<file path="config.mk">
export PLATFORM = sky130hd
export DESIGN_NAME = bus_arbiter_flat
export DESIGN_NICKNAME = d
export VERILOG_FILES = /design/src/rtl/bus_arbiter_if.sv /design/src/rtl/bus_arbiter.sv /design/src/flat_wrapper.sv
export SDC_FILE = /design/constraint.sdc
export NUM_CORES = 1
export LEC_CHECK = 0
export CAP_MARGIN = 20
export CELL_PAD_IN_SITES_DETAIL_PLACEMENT = 1
export CELL_PAD_IN_SITES_GLOBAL_PLACEMENT = 1
export CORE_AREA = 2 2 122 124
export DETAILED_ROUTE_END_ITERATION = 10
export DIE_AREA = 0 0 124 126
export PLACE_DENSITY = 0.86
export SKIP_LAST_GASP = 1
export SLEW_MARGIN = 20
export SYNTH_ARGS = -nofsm -noshare
export SYNTH_HDL_FRONTEND = slang
export SYNTH_SLANG_ARGS = --single-unit
</file>
<file path="constraint.sdc">
create_clock -name clk -period 2.8 [get_ports clk]
set_input_delay 0.42 -clock clk [delete_from_list [all_inputs] [get_ports clk]]
set_output_delay 0.42 -clock clk [all_outputs]
set_load 0.005 [all_outputs]
</file>
<file path="src/rtl/bus_arbiter_if.sv">
// Signal bundle between two requesters, the arbiter and the shared data-memory bus.
// The arbiter uses the slave view; the requesters and bus use the master view.
interface bus_arbiter_if #(
    parameter int AW = 32,
    parameter int DW = 32
);
    logic            m0_req;
    logic            m0_we;
    logic [AW-1:0]   m0_addr;
    logic [DW/8-1:0] m0_wstrb;
    logic [DW-1:0]   m0_wdata;
    logic            m0_gnt;
    logic            m0_rvalid;
    logic [DW-1:0]   m0_rdata;

    logic            m1_req;
    logic            m1_we;
    logic [AW-1:0]   m1_addr;
    logic [DW/8-1:0] m1_wstrb;
    logic [DW-1:0]   m1_wdata;
    logic            m1_gnt;
    logic            m1_rvalid;
    logic [DW-1:0]   m1_rdata;

    logic [AW-1:0]   bus_addr;
    logic            bus_re;
    logic            bus_we;
    logic [DW/8-1:0] bus_wstrb;
    logic [DW-1:0]   bus_wdata;
    logic [DW-1:0]   bus_rdata;

    // Handshake: a requester holds req and stable fields until its one-cycle gnt;
    // read data comes back on a one-cycle rvalid, RD_LAT cycles after the grant.
    modport slave (
        input  m0_req, m0_we, m0_addr, m0_wstrb, m0_wdata,
        output m0_gnt, m0_rvalid, m0_rdata,
        input  m1_req, m1_we, m1_addr, m1_wstrb, m1_wdata,
        output m1_gnt, m1_rvalid, m1_rdata,
        output bus_addr, bus_re, bus_we, bus_wstrb, bus_wdata,
        input  bus_rdata
    );

    modport master (
        output m0_req, m0_we, m0_addr, m0_wstrb, m0_wdata,
        input  m0_gnt, m0_rvalid, m0_rdata,
        output m1_req, m1_we, m1_addr, m1_wstrb, m1_wdata,
        input  m1_gnt, m1_rvalid, m1_rdata,
        input  bus_addr, bus_re, bus_we, bus_wstrb, bus_wdata,
        output bus_rdata
    );
endinterface

</file>
<file path="src/rtl/bus_arbiter.sv">
// Round-robin arbiter sharing one fixed-latency data-memory bus between two masters,
// issuing one access per grant and steering read data back to the issuing master.
module bus_arbiter #(
    parameter int RD_LAT = 1,
    parameter int AW     = 32,
    parameter int DW     = 32
) (
    input  logic           clk,
    input  logic           rst,
    bus_arbiter_if.slave   bif,
    output logic           busy
);
    localparam int CW = $clog2(RD_LAT + 1);

    typedef enum logic {IDLE = 1'b0, WAIT = 1'b1} state_t;

    state_t          state_q, state_d;
    logic            last_q, last_d;
    logic            owner_q, owner_d;
    logic [CW-1:0]   cnt_q, cnt_d;

    logic            resp;
    logic            arb_en;
    logic            grant;
    logic            win;
    logic            win_we;

    always_ff @(posedge clk or negedge rst) begin
        if (!rst) begin
            state_q <= IDLE;
            last_q  <= 1'b1;
            owner_q <= 1'b0;
            cnt_q   <= '0;
        end else begin
            state_q <= state_d;
            last_q  <= last_d;
            owner_q <= owner_d;
            cnt_q   <= cnt_d;
        end
    end

    always_comb begin
        resp   = (state_q == WAIT) && (cnt_q == CW'(1));
        // rst gating keeps grants and bus strobes quiet while reset is held
        arb_en = rst && ((state_q == IDLE) || resp);
        grant  = arb_en && (bif.m0_req || bif.m1_req);
        win    = (bif.m0_req && bif.m1_req) ? ~last_q : bif.m1_req;
        win_we = win ? bif.m1_we : bif.m0_we;

        bif.m0_gnt    = grant && !win;
        bif.m1_gnt    = grant && win;
        bif.bus_addr  = '0;
        bif.bus_wstrb = '0;
        bif.bus_wdata = '0;
        bif.bus_re    = 1'b0;
        bif.bus_we    = 1'b0;
        if (grant) begin
            bif.bus_addr  = win ? bif.m1_addr  : bif.m0_addr;
            bif.bus_wstrb = win ? bif.m1_wstrb : bif.m0_wstrb;
            bif.bus_wdata = win ? bif.m1_wdata : bif.m0_wdata;
            bif.bus_re    = !win_we;
            bif.bus_we    = win_we;
        end

        bif.m0_rvalid = resp && !owner_q;
        bif.m1_rvalid = resp && owner_q;
        bif.m0_rdata  = bif.m0_rvalid ? bif.bus_rdata : '0;
        bif.m1_rdata  = bif.m1_rvalid ? bif.bus_rdata : '0;

        state_d = state_q;
        last_d  = last_q;
        owner_d = owner_q;
        cnt_d   = cnt_q;
        if (state_q == WAIT) begin
            cnt_d = cnt_q - CW'(1);
            if (resp) begin
                state_d = IDLE;
            end
        end
        // a read granted on the response cycle re-arms the wait immediately
        if (grant) begin
            last_d = win;
            if (!win_we) begin
                state_d = WAIT;
                owner_d = win;
                cnt_d   = CW'(RD_LAT);
            end
        end
    end

    assign busy = (state_q == WAIT);
endmodule

</file>
<file path="src/flat_wrapper.sv">
// flat-port wrapper written by rule: the top's interface ports become plain ports
module bus_arbiter_flat 
#(
    parameter int RD_LAT = 1,
    parameter int AW     = 32,
    parameter int DW     = 32
)
  (clk, rst, busy, bif_m0_req, bif_m0_we, bif_m0_addr, bif_m0_wstrb, bif_m0_wdata, bif_m0_gnt, bif_m0_rvalid, bif_m0_rdata, bif_m1_req, bif_m1_we, bif_m1_addr, bif_m1_wstrb, bif_m1_wdata, bif_m1_gnt, bif_m1_rvalid, bif_m1_rdata, bif_bus_addr, bif_bus_re, bif_bus_we, bif_bus_wstrb, bif_bus_wdata, bif_bus_rdata);
  bus_arbiter_if #(.AW(AW), .DW(DW)) bif_i ();
  input  logic clk;
  input  logic rst;
  output logic busy;
  input wire logic [$bits(bif_i.m0_req)-1:0] bif_m0_req;
  input wire logic [$bits(bif_i.m0_we)-1:0] bif_m0_we;
  input wire logic [$bits(bif_i.m0_addr)-1:0] bif_m0_addr;
  input wire logic [$bits(bif_i.m0_wstrb)-1:0] bif_m0_wstrb;
  input wire logic [$bits(bif_i.m0_wdata)-1:0] bif_m0_wdata;
  output wire logic [$bits(bif_i.m0_gnt)-1:0] bif_m0_gnt;
  output wire logic [$bits(bif_i.m0_rvalid)-1:0] bif_m0_rvalid;
  output wire logic [$bits(bif_i.m0_rdata)-1:0] bif_m0_rdata;
  input wire logic [$bits(bif_i.m1_req)-1:0] bif_m1_req;
  input wire logic [$bits(bif_i.m1_we)-1:0] bif_m1_we;
  input wire logic [$bits(bif_i.m1_addr)-1:0] bif_m1_addr;
  input wire logic [$bits(bif_i.m1_wstrb)-1:0] bif_m1_wstrb;
  input wire logic [$bits(bif_i.m1_wdata)-1:0] bif_m1_wdata;
  output wire logic [$bits(bif_i.m1_gnt)-1:0] bif_m1_gnt;
  output wire logic [$bits(bif_i.m1_rvalid)-1:0] bif_m1_rvalid;
  output wire logic [$bits(bif_i.m1_rdata)-1:0] bif_m1_rdata;
  output wire logic [$bits(bif_i.bus_addr)-1:0] bif_bus_addr;
  output wire logic [$bits(bif_i.bus_re)-1:0] bif_bus_re;
  output wire logic [$bits(bif_i.bus_we)-1:0] bif_bus_we;
  output wire logic [$bits(bif_i.bus_wstrb)-1:0] bif_bus_wstrb;
  output wire logic [$bits(bif_i.bus_wdata)-1:0] bif_bus_wdata;
  input wire logic [$bits(bif_i.bus_rdata)-1:0] bif_bus_rdata;
  assign bif_i.m0_req = bif_m0_req;
  assign bif_i.m0_we = bif_m0_we;
  assign bif_i.m0_addr = bif_m0_addr;
  assign bif_i.m0_wstrb = bif_m0_wstrb;
  assign bif_i.m0_wdata = bif_m0_wdata;
  assign bif_m0_gnt = bif_i.m0_gnt;
  assign bif_m0_rvalid = bif_i.m0_rvalid;
  assign bif_m0_rdata = bif_i.m0_rdata;
  assign bif_i.m1_req = bif_m1_req;
  assign bif_i.m1_we = bif_m1_we;
  assign bif_i.m1_addr = bif_m1_addr;
  assign bif_i.m1_wstrb = bif_m1_wstrb;
  assign bif_i.m1_wdata = bif_m1_wdata;
  assign bif_m1_gnt = bif_i.m1_gnt;
  assign bif_m1_rvalid = bif_i.m1_rvalid;
  assign bif_m1_rdata = bif_i.m1_rdata;
  assign bif_bus_addr = bif_i.bus_addr;
  assign bif_bus_re = bif_i.bus_re;
  assign bif_bus_we = bif_i.bus_we;
  assign bif_bus_wstrb = bif_i.bus_wstrb;
  assign bif_bus_wdata = bif_i.bus_wdata;
  assign bif_i.bus_rdata = bif_bus_rdata;
  bus_arbiter #(.RD_LAT(RD_LAT), .AW(AW), .DW(DW)) u_core (.clk(clk), .rst(rst), .bif(bif_i), .busy(busy));
endmodule
</file>
-- Word-level counts from Yosys, hierarchy flattened
Cells that the tools add are included.
- bitwise gates (word level): 3
- reductions and logical operators: 14
- muxes and demuxes: 19
- add/subtract/negate cells: 1
- operators by type and width (kind ; number):
    $mux 32 ; 6
    $mux 1 ; 11
    $logic_and 1x1->1 ; 8
    $mux 4 ; 2
    $logic_not 1->1 ; 3
    $not 1->1 ; 3
    $logic_or 1x1->1 ; 2
    $reduce_and 2->1 ; 1
    $sub 1x1->1 const B ; 1
- bits in registers: 4
- input port bits: 174
- word-level logic and storage cells: 41

-- Longest topological paths before layout
Gate-level depths: netlist of the first run.
- depth in word-level cells: 5
- gate-level depth with buffers: 8
- depth with buffers taken out: 5

-- Worst setup path before layout of the first run
OpenSTA, ideal clock, no wires.
- path type: reg-to-output
- start: register u_core.state_q, in the netlist u_core.busy
- end: output bif_bus_addr[10]
- cell stages (with the launch flop): 8
- setup slack: 0.969 ns
- required time: 2.380 ns
- path buffers: 3
- arrival time: 1.411 ns
- cells stage by stage: dfrtp_1 -> ha_1 -> nor2b_1 -> and3_1 -> clkbuf_2 -> buf_6 -> buf_6 -> a22o_1
- cells in the longest elaborated chain, start to end: 5
- elaborated cells between the ends (all ways): 6
- those cells by class: 1 x mux; 1 x bitwise; 4 x reduce/logical
- RTL lines (item ; line ; text):
    from (decl) ; bus_arbiter.sv:17 ; state_t state_q, state_d;
    from (signal assigned) ; bus_arbiter.sv:35 ; state_q <= state_d;
    $logic_and 1x1->1 / $not 1->1 (equally long branches) ; bus_arbiter.sv:43, bus_arbiter.sv:45 ;
    $logic_or 1x1->1 * ; bus_arbiter.sv:45 ; arb_en = rst && ((state_q == IDLE) || resp);
    $logic_and 1x1->1 * ; bus_arbiter.sv:45 ;
    $logic_and 1x1->1 * ; bus_arbiter.sv:46 ; grant = arb_en && (bif.m0_req || bif.m1_req);
    $mux 32 * ; bus_arbiter.sv:57 ; if (grant) begin
    to (decl) ; flat_wrapper.sv:29 ; output wire logic [$bits(bif_i.bus_addr)-1:0] bif_bus_addr;
Every way passes the cells marked *; elsewhere a longest branch is shown, timed or not.

-- Worst setup path in the final report of the first run
- start: input rst
- end: output bif_bus_wstrb[0]
- cells in the longest elaborated chain, start to end: 3
- RTL lines (item ; line ; text):
    from (decl) ; flat_wrapper.sv:11 ; input logic rst;
    $logic_and 1x1->1 ; bus_arbiter.sv:45 ;
    $logic_and 1x1->1 ; bus_arbiter.sv:46 ;
    $mux 4 ; bus_arbiter.sv:57 ;
    to (decl) ; flat_wrapper.sv:32 ; output wire logic [$bits(bif_i.bus_wstrb)-1:0] bif_bus_wstrb;
Every way passes these cells.

==> flow_summary.toml, run 1 <==
[placement]
port_buffers = 312
placed_cells_incl_taps = 668
gp_congestion = 0.775
place_area_mm2 = 0.00476
post-dp-hpwl_mm = 9.95

[sta]
setup_viol = 0
fin_skew_ps = 0.204
rsz0062_at_grt = "yes"
relSlewSlack_pct = 74.4
max_freq_mhz = 368
tns_ps = 0
worst_slew_pin_slew_ps = 380
min_period_over_period_pct = 97.1
slew_violations = 0
hold_viol = 0
post-route-min-period_ps = 2720

[worst_setup_path]
critPathBufInv = 3
critPathMaxFanout = 23
reg2reg_depth = 6
path_cells = "clkdlybuf4s50_1 -> nor2b_2 -> and3_4 -> buf_12 -> a22o_1 -> clkdlybuf4s50_1"
slowest_delay_ps = 520
critical_path_depth = 6
critPathRequiredTime_ps = 2380
worstPathArrival_ps = 2300
critPathSlowestCell = "clkdlybuf4s50_1"
critPathKind = "in2out"
cpMostUsedCell = "clkdlybuf4s50_1"
path_delay_family = "buffers and inverters"
startpoint_type = "primary input"
crit_path_end_kind = "output port"

[route]
routed_wl_mm = 12.4
wl_per_cell_um = 18.4
vias = 2823
routed_via_density = 4.18
drt_iter0_markers = 57
ant_nets = 0
drc = 0
first_pass_iters = 4

[finish]
final_common_cell = "clkdlybuf4s50_1"
utilization_pct = 34.5
num_antenna_cells = 0
most-common-layout-cells = "clkdlybuf4s50_1, a22o_1, and2_1"
nets = 669
drive_gt1_share_pct = 4.67
stdcell_area_mm2 = 0.00494
finalNonFillerCells = 676
syn_to_final_growth_pct = 255

[die]
fp.dieW_um = 124
die_h_um = 126
rows = 44
core_area_mm2 = 0.0143
dieArea_mm2 = 0.0156
initial_utilization_pct = 9.73
io_pins = 313

[job]
drv_cap = 0

[cts]
clkTransAtPathRegs_ps = 30
numCtsBuffers = 3
cts.sinks = 4
htreeDepth = 1
postCtsHoldBufs = 0
clockBufferDepth = 2
clock-root-buffer = "clkbuf_16"
cts_tree = "yes"
insertion_delay_ps = 230

[power_and_ir_drop]
total_power_mw = 1.58
vdd_ir_drop_max_mv = 0.159
cellPowerDensity_mw_per_mm2 = 321
p_leak_nw = 1.98

[synthesis]
syn_inst = 186
synth-seq-cells = 4
netlist_area_mm2 = 0.00139
synth.avg_cell_area_um2 = 7.49
ys_types = 23
syn_nets = 362
ys_seq_area_share_pct = 7.28
yosysWarningCount = 0

[run_status]
status = "finished, final reports clean"

[grt]
grt_usage_pct = 14.3
grt.overflow.total = 0
grt_max_degree = 41
antenna_found_initial = 0
grt_pass1_wl_mm = 17.2
first_global_vias = 3078

[worst_hold_path]
hp-class = "in2async"
## flip-flops by register name, summed over array words and instances, names as in the netlist
name,flops
u_core.last_q,1
u_core.cnt_q,1
u_core.busy,1
u_core.owner_q,1
## worst paths after layout
| path | from | endpoint | slack, ps |
|---|---|---|---|
| max | rst | bif_bus_wstrb[0] | 80 |
| min | rst | u_core.cnt_q | 520 |
| max reg2reg | u_core.busy | u_core.last_q | 1300 |
| min reg2reg | u_core.last_q | u_core.last_q | 530 |
| max in group asynchronous | rst | u_core.last_q | 2110 |
| min in group clk | u_core.last_q | u_core.last_q | 530 |
## report_power, final
part           total, mW  internal, mW  leakage [nW]  switching [mW]
clock              0.236         0.189        0.0382          0.0472
sequential        0.0954        0.0811        0.0455          0.0143
combinational       1.25         0.811          1.90           0.442
## cell type report
| class | count | area (um2) |
|---|---|---|
| fillers | 1628 | 9370 |
| multi-input cells | 157 | 1180 |
| clock buffers | 4 | 78.8 |
| inverters | 1 | 3.75 |
| well taps | 184 | 230 |
| repair buffers | 326 | 3350 |
| flip-flops and latches | 4 | 101 |
## per-layer routing
layer | wire length [um] | vias up | GRT usage [%] | part of all wire (%)
met1 | 4470 | 1297 | 14.9 | 36
met2 | 6470 | 186 | 27.7 | 52
met4 | 117 | 0 | 2.51 | 0.94
met5 | 0 | - | 0 | 0
met3 | 1390 | 11 | 4.39 | 11
li1 | - | 1329 | - | -
## stage by stage
step | setup slack, ps | hold WS (ps)
floorplan | 969 | 124
global placement | 28.8 | 516
detailed placement | 5.70 | 527
CTS | 2.30 | 526
global route | -3.91 | 537
finish | 81.4 | 522
## cells in the mapped netlist
library cell / number / area (um2)
a22o_1: 68 / 596
o21bai_1: 1 / 7.51
clkbuf_2: 1 / 5.00
inv_1: 1 / 3.75
mux2_2: 1 / 11.3
buf_6: 2 / 22.5
nand3_1: 2 / 10.0
nand2b_1: 2 / 12.5
nor3b_1: 1 / 7.51
a21bo_2: 1 / 10.0
a21boi_0: 1 / 7.51
a21o_1: 1 / 7.51
and3_1: 33 / 206
ha_1: 2 / 25.0
dfstp_2: 1 / 26.3
buf_2: 12 / 60.1
nor2_2: 1 / 6.26
o21ai_0: 4 / 20.0
nor2_1: 2 / 7.51
nor2b_1: 3 / 18.8
dfrtp_1: 3 / 75.1
clkbuf_1: 9 / 33.8
and2_1: 34 / 213
## cells by family (layout without fill, tap and decap cells)
family	count (synthesis)	in the layout	synth area share, %
mux	1	1	0.809
simple gates	78	78	34.6
fa+ha+maj	2	2	1.80
flops	4	4	7.28
buf+inv	25	331	8.98
compound gates	76	76	46.5
## what timing repair did
item	in CTS	in global routing
setup buffers	0	1
resized for setup	2	2
pin swaps	0	2
hold endpoints to repair	0	0
gates cloned	1	2
setup endpoints to repair	4	43
(Power assumes the default switching activity.)
==> run 2: changes to the inputs <==
--- a/config.mk
+++ b/config.mk
@@ -11,6 +11,7 @@
 export CORE_AREA = 2 2 122 124
 export DETAILED_ROUTE_END_ITERATION = 10
 export DIE_AREA = 0 0 124 126
+export HOLD_SLACK_MARGIN = 0.03
 export PLACE_DENSITY = 0.86
 export SKIP_LAST_GASP = 1
 export SLEW_MARGIN = 20
==> constraint.sdc (replaced) <==
create_clock -name clk -period 3.19 [get_ports clk]
set_input_delay 0.4785 -clock clk [delete_from_list [all_inputs] [get_ports clk]]
set_output_delay 0.4785 -clock clk [all_outputs]
set_load 0.005 [all_outputs]
==> flow_summary.toml, run 2 (synthesis results as in run 1) <==
[worst_setup_path]
critPathRequiredTime_ps = 2710
r2r-start = "u_core.busy"
r2r_setup_slack_ps = 1750
reg2reg_to = "u_core.last_q"
reg2reg_depth = 5
critPathSlowestCell = "clkdlybuf4s50_1"
startpoint_type = "primary input"
critPathKind = "in2out"
critical_path_depth = 6
path_delay_family = "buffers and inverters"
path_cells = "clkdlybuf4s50_1 -> nor2b_1 -> and3_2 -> buf_12 -> a22o_1 -> clkdlybuf4s50_1"
startpoint = "rst"
worstPathArrival_ps = 2520
cp-endpoint = "bif_bus_addr[0]"
critPathMaxFanout = 69
crit_path_end_kind = "output port"
cpMostUsedCell = "clkdlybuf4s50_1"
slowest_delay_ps = 540
critPathBufInv = 3

[die]
dieArea_mm2 = 0.0156
core_area_mm2 = 0.0143
initial_utilization_pct = 9.73
io_pins = 313
rows = 44
die_h_um = 126
fp.dieW_um = 124

[finish]
final_common_cell = "clkdlybuf4s50_1"
nets = 662
most-common-layout-cells = "clkdlybuf4s50_1, a22o_1, and2_1"
syn_to_final_growth_pct = 244
drive_gt1_share_pct = 3.09

[cts]
insertion_delay_ps = 230
clockBufferDepth = 2
htreeDepth = 1
numCtsBuffers = 3
clkTransAtPathRegs_ps = 30
ctsResizeCount = 0
cts_tree = "yes"
cts.sinks = 4
cts_setup_buffers = 0
postCtsHoldBufs = 0
clock-root-buffer = "clkbuf_16"

[route]
routed_wl_mm = 11.8
wl_per_cell_um = 17.6
first_pass_iters = 4
vias = 2813
routed_via_density = 4.20
drt_iter0_markers = 85
ant_nets = 0
drc = 0

[sta]
min_period_over_period_pct = 94.1
tns_ps = 0
post-route-min-period_ps = 3000
max_freq_mhz = 333
worst_slack_ps = 187
fin_skew_ps = 1.73
slew_violations = 0
rsz0062_at_grt = "no"
hold_viol = 0
setup_viol = 0
worst_slew_pin_slew_ps = 573
relSlewSlack_pct = 61.4

[power_and_ir_drop]
p_switching_mw = 0.432
power_frac_clock_pct = 15.4
cellPowerDensity_mw_per_mm2 = 280
swShare_pct = 32.2
comb_power_share_pct = 78.3
p_leak_nw = 1.91
seq_power_share_pct = 6.3
power.internal_mw = 0.911
vdd_ir_drop_max_mv = 0.173

[grt]
grt_pass1_wl_mm = 16.9
grt-busiest-layer = "met2"
use_met1_pct = 15.0
grt.overflow.total = 0
first_global_vias = 3008
grt_usage_pct = 14.0
grt_util_met2_pct = 27.1
use_met3_pct = 3.71
antenna_found_initial = 1
grt_max_degree = 70

[worst_hold_path]
whs_path_depth = 1
hp-class = "reg2reg"

[run_status]
status = "finished, final reports clean"

[placement]
post-dp-hpwl_mm = 9.87
port_buffers = 312
post-place-ws_ps = 192
gp_congestion = 0.801

[job]
drv_cap = 0
run 2: power by group through the flow:
stage	sequential, mW	clock, mW	combinational, mW
2_1_floorplan	0.0856	0	0.348
3_3_place_gp	0.0820	0	1.02
3_5_place_dp	0.0847	0	1.05
4_1_cts	0.0852	0.211	1.06
5_1_grt	0.0884	0.215	1.13
6_report	0.0848	0.207	1.05
run 2: worst register-to-register path, cell delays in order (launching register included):
cell	delay, ps
dfrtp_1	400
ha_1	250
nand2b_1	210
nor2_4	180
buf_12	220
a21o_1	130
run 2: per-stage QoR:
| stage | area [um2] | std cells | utilization [%] | power [mW] | hold slack, ps |
|---|---|---|---|---|---|
| after floorplan | 1390 | 186 | - | 0.434 | 183 |
| after global placement | 4710 | 665 | 32.9 | 1.11 | 521 |
| after detailed placement | 4710 | 665 | 32.9 | 1.14 | 539 |
| after CTS | 4790 | 669 | 33.4 | 1.36 | 544 |
| after global routing | 4790 | 670 | 33.5 | 1.44 | 560 |
| final | 4790 | 670 | 33.5 | 1.34 | 541 |
run 2: routing by layer:
| metal | vias to the layer above | part of all wire [%] | routed length (um) |
|---|---|---|---|
| li1 | 1320 | - | - |
| met1 | 1296 | 36 | 4280 |
| met2 | 190 | 52 | 6080 |
| met3 | 7 | 11 | 1290 |
| met4 | 0 | 0.98 | 115 |
| met5 | - | 0 | 0 |
run 2: layout make-up:
cell class                      instances  area [um2]
Inverter                                1        3.75
Tap cell                              184         230
Fill cell                            1680        9520
Sequential cell                         4         101
Clock buffer                            4        78.8
Timing Repair Buffer                  319        3200
Antenna cell                            1        2.50
Multi-Input combinational cell        157        1170
run 2: how the worst min path moves through the flow:
stage	to	slack, ps	from
floorplan	u_core.busy	180	rst
global placement	u_core.last_q	520	u_core.last_q
detailed placement	u_core.last_q	540	u_core.last_q
CTS	u_core.last_q	540	u_core.last_q
global route	u_core.last_q	560	u_core.last_q
finish	u_core.last_q	540	u_core.last_q
